File: config.mk
export PLATFORM = sky130hd
export DESIGN_NAME = param_cpu
export DESIGN_NICKNAME = d
export VERILOG_FILES = /design/src/rtl/param_cpu.sv
export SDC_FILE = /design/constraint.sdc
export NUM_CORES = 1
export LEC_CHECK = 0
export ABC_AREA = 1
export CAP_MARGIN = 10
export CORE_UTILIZATION = 32
export DETAILED_ROUTE_END_ITERATION = 8
export PLACE_DENSITY = 0.57
export SLEW_MARGIN = 5
export SYNTH_ARGS = -nofsm -noshare
export SYNTH_HDL_FRONTEND = slang
export SYNTH_SLANG_ARGS = --single-unit
export TNS_END_PERCENT = 5
File: constraint.sdc
create_clock -name clk -period 2.75 [get_ports clk]
set_input_delay 0.825 -clock clk [delete_from_list [all_inputs] [get_ports clk]]
set_output_delay 0.825 -clock clk [all_outputs]
set_load 0.05 [all_outputs]
File: src/rtl/param_cpu.sv
// Parametrised accumulator CPU with Z/C flags, branches, host program load
// and an IDLE/RUN/HALT handshake.
module param_cpu #(
  parameter int DATA_W = 8,
  parameter int ADDR_W = 4,
  parameter int OPR_W  = 8
) (
  input  logic              clk,
  input  logic              reset_n,
  input  logic              start,
  input  logic              prog_we,
  input  logic [ADDR_W-1:0] prog_addr,
  input  logic [OPR_W+3:0]  prog_data,
  output logic [DATA_W-1:0] acc,
  output logic [ADDR_W-1:0] pc,
  output logic              flag_z,
  output logic              flag_c,
  output logic [DATA_W-1:0] out_data,
  output logic              out_valid,
  output logic              running,
  output logic              halted
);

  localparam int DEPTH = 1 << ADDR_W;

  typedef enum logic [1:0] {
    S_IDLE,
    S_LAUNCH,
    S_RUN,
    S_HALT
  } state_e;

  state_e            state_q, state_d;
  logic [ADDR_W-1:0] pc_q, pc_d;
  logic [DATA_W-1:0] acc_q, acc_d;
  logic [DATA_W-1:0] out_q, out_d;
  logic              z_q, z_d;
  logic              c_q, c_d;
  logic              ov_q, ov_d;

  logic [OPR_W+3:0]  mem_q [DEPTH];
  logic [OPR_W+3:0]  instr;
  logic [3:0]        op;
  logic [OPR_W-1:0]  opr;
  logic [ADDR_W-1:0] tgt;
  logic [DATA_W-1:0] imm;
  logic [DATA_W:0]   sum;
  logic [DATA_W:0]   diff;
  logic [ADDR_W-1:0] pc_inc;

  assign running = (state_q == S_LAUNCH) ||
                   (state_q == S_RUN);
  assign halted  = (state_q == S_HALT);

  always_ff @(posedge clk) begin
    if (prog_we && !running) begin
      mem_q[prog_addr] <= prog_data;
    end
  end

  assign instr  = mem_q[pc_q];
  assign op     = instr[OPR_W+3:OPR_W];
  assign opr    = instr[OPR_W-1:0];
  assign tgt    = opr[ADDR_W-1:0];
  assign pc_inc = pc_q + 1'b1;

  if (OPR_W >= DATA_W) begin : g_trunc
    assign imm = opr[DATA_W-1:0];
  end else begin : g_zext
    assign imm = {{(DATA_W-OPR_W){1'b0}}, opr};
  end

  // MSB of the widened difference is the borrow (acc < imm)
  assign sum  = {1'b0, acc_q} + {1'b0, imm};
  assign diff = {1'b0, acc_q} - {1'b0, imm};

  always_comb begin
    state_d = state_q;
    pc_d    = pc_q;
    acc_d   = acc_q;
    z_d     = z_q;
    c_d     = c_q;
    out_d   = out_q;
    ov_d    = 1'b0;
    unique case (state_q)
      S_IDLE, S_HALT: begin
        if (start) begin
          state_d = S_LAUNCH;
          pc_d    = '0;
        end
      end
      S_LAUNCH: state_d = S_RUN;
      S_RUN: begin
        pc_d = pc_inc;
        unique case (op)
          4'h0: ;
          4'h1: begin
            acc_d = imm;
            z_d   = (imm == '0);
          end
          4'h2: begin
            acc_d = sum[DATA_W-1:0];
            z_d   = (sum[DATA_W-1:0] == '0);
            c_d   = sum[DATA_W];
          end
          4'h3: begin
            acc_d = diff[DATA_W-1:0];
            z_d   = (diff[DATA_W-1:0] == '0);
            c_d   = diff[DATA_W];
          end
          4'h4: begin
            acc_d = acc_q & imm;
            z_d   = ((acc_q & imm) == '0);
            c_d   = 1'b0;
          end
          4'h5: begin
            acc_d = acc_q | imm;
            z_d   = ((acc_q | imm) == '0);
            c_d   = 1'b0;
          end
          4'h6: begin
            acc_d = acc_q ^ imm;
            z_d   = ((acc_q ^ imm) == '0);
            c_d   = 1'b0;
          end
          4'h7: begin
            acc_d = {acc_q[DATA_W-2:0], 1'b0};
            z_d   = (acc_q[DATA_W-2:0] == '0);
            c_d   = acc_q[DATA_W-1];
          end
          4'h8: begin
            acc_d = {1'b0, acc_q[DATA_W-1:1]};
            z_d   = (acc_q[DATA_W-1:1] == '0);
            c_d   = acc_q[0];
          end
          4'h9: begin
            z_d = (diff[DATA_W-1:0] == '0);
            c_d = diff[DATA_W];
          end
          4'hA: pc_d = tgt;
          4'hB: if (z_q) pc_d = tgt;
          4'hC: if (!z_q) pc_d = tgt;
          4'hD: if (c_q) pc_d = tgt;
          4'hE: begin
            out_d = acc_q;
            ov_d  = 1'b1;
          end
          4'hF: begin
            state_d = S_HALT;
            pc_d    = pc_q;
          end
        endcase
      end
      default: state_d = S_IDLE;
    endcase
  end

  always_ff @(posedge clk or negedge reset_n) begin
    if (!reset_n) begin
      state_q <= S_IDLE;
      pc_q    <= '0;
      acc_q   <= '0;
      z_q     <= 1'b0;
      c_q     <= 1'b0;
      out_q   <= '0;
      ov_q    <= 1'b0;
    end else begin
      state_q <= state_d;
      pc_q    <= pc_d;
      acc_q   <= acc_d;
      z_q     <= z_d;
      c_q     <= c_d;
      out_q   <= out_d;
      ov_q    <= ov_d;
    end
  end

  assign acc       = acc_q;
  assign pc        = pc_q;
  assign flag_z    = z_q;
  assign flag_c    = c_q;
  assign out_data  = out_q;
  assign out_valid = ov_q;

endmodule

==> summary by stage <==
Detailed routing
The post-detailed-routing wire length is 31,800 um. The total iterations of the first detailed-routing run is 5. The number of nets still failing antenna checks after routing is 0. In the routed design, unresolved DRC markers number 0. Dividing the detail-routed wire length by the instance count gives 17.5 um. The routed layout has 8,669 vias. In this run, the number of DRC markers left after iteration 0 of detailed routing was 627. The per-cell via count in the routed design is 4.78.

Placed design
The post-DP HPWL is 22,100 um. The congestion estimate from routability-driven global placement came to 0.934. The count of port buffers added during placement is 44. The number of placed instances, taps included is 1,765.

Layout
The sequential standard cell area is 0.00640 mm2. Cells with a size suffix above 1 make up 20.9% of the layout. The final net count is 1,400. Relative to the synthesized area, the layout overhead comes to 30.5%.

Summing all multi-input logic gate instances after layout gives 0.00407 mm2. The final instance count without filler cells is 1,815. The number of inserted filler cells in the final layout is 3,291. The number of diodes added for antenna fixing is 0. The post-route core utilization is 42.6%.

STA
Static timing analysis puts the maximum clock frequency at 0.333 GHz. The hold violation count in the final report came to 0. Setup repair after global routing could not meet its margin everywhere. Between clock sinks in the finished design, the worst skew comes to 0.0251 ns. The final number of setup-violating endpoints is 8. The pin slew with the least headroom to its limit is 0.659 ns. Setup slack on the critical path of the routed design comes to -0.257 ns.

The count of pins over their slew limit is 0. In this run the tightest slew margin relative to its limit is 55.9%. The shortest period the worst path allows is 3.01 ns. The final worst-path cycle share is 109%.

Clocking
For the worst-skew pair, the clock arrives at the later sink with an insertion delay of 0.55 ns. Clock tree synthesis found a total of 217 sinks. After clock tree synthesis, the clock-pin slew on the worst setup and hold paths is 0.06 ns.

TritonCTS built the clock tree. The tree is rooted in a sky130_fd_sc_hd__clkbuf_16. Clock tree synthesis inserted a total of 24 buffers. The count of H-tree levels built during CTS is 1. The maximum buffer depth of the clock tree is 3.

Setup path
The arrival time reported for the critical path endpoint is 3.47 ns. The worst setup path is captured at a flip-flop. The maximum fanout encountered on the critical timing path is 11. The startpoint kind of the worst setup timing path is a flip-flop. STA puts the critical path data required time at 3.22 ns. The setup path with the least slack is of type flip-flop to flip-flop.

Yosys
Synthesis inferred 217 register bits. In this run, synthesis inferred 192 flip-flops with an integrated enable. After synthesis, the largest family of logic cells by area is simple AND/OR/NAND/NOR gates. Sorting the synthesized cells by area gives the leading types as sky130_fd_sc_hd__edfxtp_1 (52%), sky130_fd_sc_hd__nand2_1 (8.8%), sky130_fd_sc_hd__nor2_1 (6.4%).

The synthesized netlist occupies a cell area of 0.0110 mm2. After technology mapping, the gate count stands at 1,163. The most frequently used cell type in the post-synthesis netlist is sky130_fd_sc_hd__nand2_1. The post-synthesis net count is 1,214. The area share of fa/ha/maj cells after synthesis is 3.67%.

The share of synthesized area occupied by flip-flops and latches is 58.2%. The largest total area in the synthesized netlist belongs to sky130_fd_sc_hd__edfxtp_1. The average cell area after synthesis is 9.45 um2. The post-synthesis compound-gate area fraction is 7.96%.

The synthesized design devotes to its leading area cell type 52.5% of total area. During synthesis, Yosys emitted a total of 0 warnings. By count the netlist is led by sky130_fd_sc_hd__nand2_1 (257), sky130_fd_sc_hd__edfxtp_1 (192), sky130_fd_sc_hd__nor2_1 (186). The synthesized netlist contains 38 unique library cells. After Yosys synthesis, and, or, nand and nor cells account for 22.8% of the synthesized area.

The share of cell area taken by muxes after synthesis is 0%. The most instantiated flip-flop cell in the synthesis netlist is sky130_fd_sc_hd__edfxtp_1. The share of the synthesized netlist area taken by xor and xnor gates is 0.717%. The fraction of synthesis flops using an asynchronous set or reset pin is 11.5%.

Global routing
The global-route wire length before repair is 49,600 um. Global routing used 18.3% of the available tracks. The number of global-route vias before repair is 8,691. The number of antenna violations at the first check in global routing is 0. The leftover overflow at the end of global routing is 0. The largest net degree at the start of global routing is 26.

Die
In this run the standard cell core region covers 0.0337 mm2. Once the floorplan was initialized, standard cells occupied 32.6% of the core. The die is 187 um tall.

Pin placement for this block handled 45 I/O pins. The initialized floorplan defines 67 standard-cell rows. From left edge to right edge, the die measures 187 um.

The floorplan step defined a die boundary enclosing 0.0351 mm2.

Power and ir drop
The switching portion of total power is 40.3%. The net switching power is 6.55 mW. VDD sags by at most 0.671 mV. The part of the total power dissipated in the clock network is 21.7%.

Per report_power, the combinational group accounts for 53.5% of the total. The share of total power dissipated in sequential elements is 24.8%. Power spread over the standard cell area amounts to 1130 mW/mm2. The leakage power total is 5.88 nW. The internal power consumption is 9.69 mW.

Outcome
The checks that failed: negative setup slack. The flow ran to the end, but the final reports show violations.

Flow run
The number of max-capacitance violations reported is 0.

Min path
The worst min-delay path category is flip-flop to flip-flop.
==> final timing paths <==
| path | from | endpoint | slack [ns] | cells after the start |
|---|---|---|---|---|
| max | pc[0] | flag_z | -0.26 | 22 |
| min | out_data[7] | out_data[7] | 0.48 | 2 |
| max reg2reg | pc[0] | flag_z | -0.26 | 22 |
| min reg2reg | out_data[7] | out_data[7] | 0.48 | 2 |
| max in group asynchronous | reset_n | pc[0] | 1.78 | 2 |
| min in group asynchronous | reset_n | out_valid | 0.67 | 2 |
==> repair_timing <==
action | 4_1_cts | 5_1_grt
hold buffers | 0 | 0
pin swaps | 5 | 4
endpoints found under the setup margin | 11 | 23
resized for setup | 25 | 25
setup buffers | 2 | 3
hold endpoints to repair | 0 | 0
gates cloned | 0 | 1
==> state kept, by name, indices dropped and copies added (netlist names) <==
name,cells
mem_q,192
acc,8
out_data,8
pc,4
state_q,2
flag_c,1
flag_z,1
out_valid,1
==> per-stage QoR <==
step | setup slack, ns | power (mW) | TNS (ns) | hold slack [ns] | cell area [um2]
2_1_floorplan | -0.254 | 8.86 | -0.986 | 0.503 | 11100
3_3_place_gp | -0.278 | 12.4 | -1.35 | 0.465 | 13200
3_5_place_dp | -0.305 | 12.4 | -1.37 | 0.476 | 13200
4_1_cts | -0.240 | 16.1 | -1.05 | 0.491 | 14200
5_1_grt | -0.488 | 17.3 | -3.24 | 0.520 | 14300
6_report | -0.257 | 16.2 | -1.17 | 0.485 | 14300
==> layer usage <==
metal / track usage, % / vias to the layer above / part of all wire, %
li1: - / 4271 / -
met1: 24.1 / 4128 / 45
met2: 30.9 / 207 / 48
met3: 2.44 / 63 / 4.2
met4: 5.80 / 0 / 3.1
met5: 0 / - / 0
==> critical path, cell delays in order, from the launching register on <==
cell and delay, ns:
sky130_fd_sc_hd__dfrtp_4 0.55, sky130_fd_sc_hd__buf_12 0.18, sky130_fd_sc_hd__buf_4 0.13, sky130_fd_sc_hd__nor2_1 0.09, sky130_fd_sc_hd__nor2_1 0.04, sky130_fd_sc_hd__o21ai_0 0.08
sky130_fd_sc_hd__nand3_1 0.11, sky130_fd_sc_hd__nand3_1 0.11, sky130_fd_sc_hd__nand2_2 0.09, sky130_fd_sc_hd__buf_4 0.18, sky130_fd_sc_hd__ha_1 0.19, sky130_fd_sc_hd__nor2_1 0.13
sky130_fd_sc_hd__nand2_1 0.11, sky130_fd_sc_hd__nand4_1 0.08, sky130_fd_sc_hd__nand2_1 0.08, sky130_fd_sc_hd__xor2_1 0.15, sky130_fd_sc_hd__nor2_1 0.13, sky130_fd_sc_hd__nand3_1 0.12
sky130_fd_sc_hd__nor2_1 0.14, sky130_fd_sc_hd__nor2_1 0.06, sky130_fd_sc_hd__nand3_1 0.08, sky130_fd_sc_hd__nand2_1 0.05, sky130_fd_sc_hd__nand2_1 0.05
==> placed cells by master, fill, tap and decap left out, drive strengths merged, types with 25 or more instances in the layout <==
cell and instances:
nand2 270, o21ai 106, ha 29, nor2 197
clkdlybuf4s50 35, nand3 106, clkbuf 26, buf 167
inv 113, edfxtp 192, dfrtp 25
==> layout make-up <==
cell class / instances / share of cell area, %
clock buffer: 25 / 4.21
clock inverter: 19 / 1.86
inverter: 112 / 3.04
multi-input combinational: 787 / 28.4
sequential: 217 / 44.6
tap: 448 / 3.91
timing repair buffer: 207 / 14.0
==> power by group through the flow <==
| stage | registers [mW] | logic (mW) | clock network, mW |
|---|---|---|---|
| 2_1_floorplan | 4.55 | 4.31 | 0 |
| 3_3_place_gp | 4.09 | 8.30 | 0 |
| 3_5_place_dp | 4.09 | 8.30 | 0 |
| 4_1_cts | 4.03 | 8.48 | 3.59 |
| 5_1_grt | 4.06 | 9.52 | 3.71 |
| 6_report | 4.03 | 8.68 | 3.53 |
==> cells by family after synthesis <==
family | Yosys count
xor gates and xnor gates | 9
adders and majority gates | 31
buffers and inverters | 159
and+or+nand+nor | 589
AOI/OAI and AO/OA | 158
DFF | 217
Power figures use the tool's default switching activity.
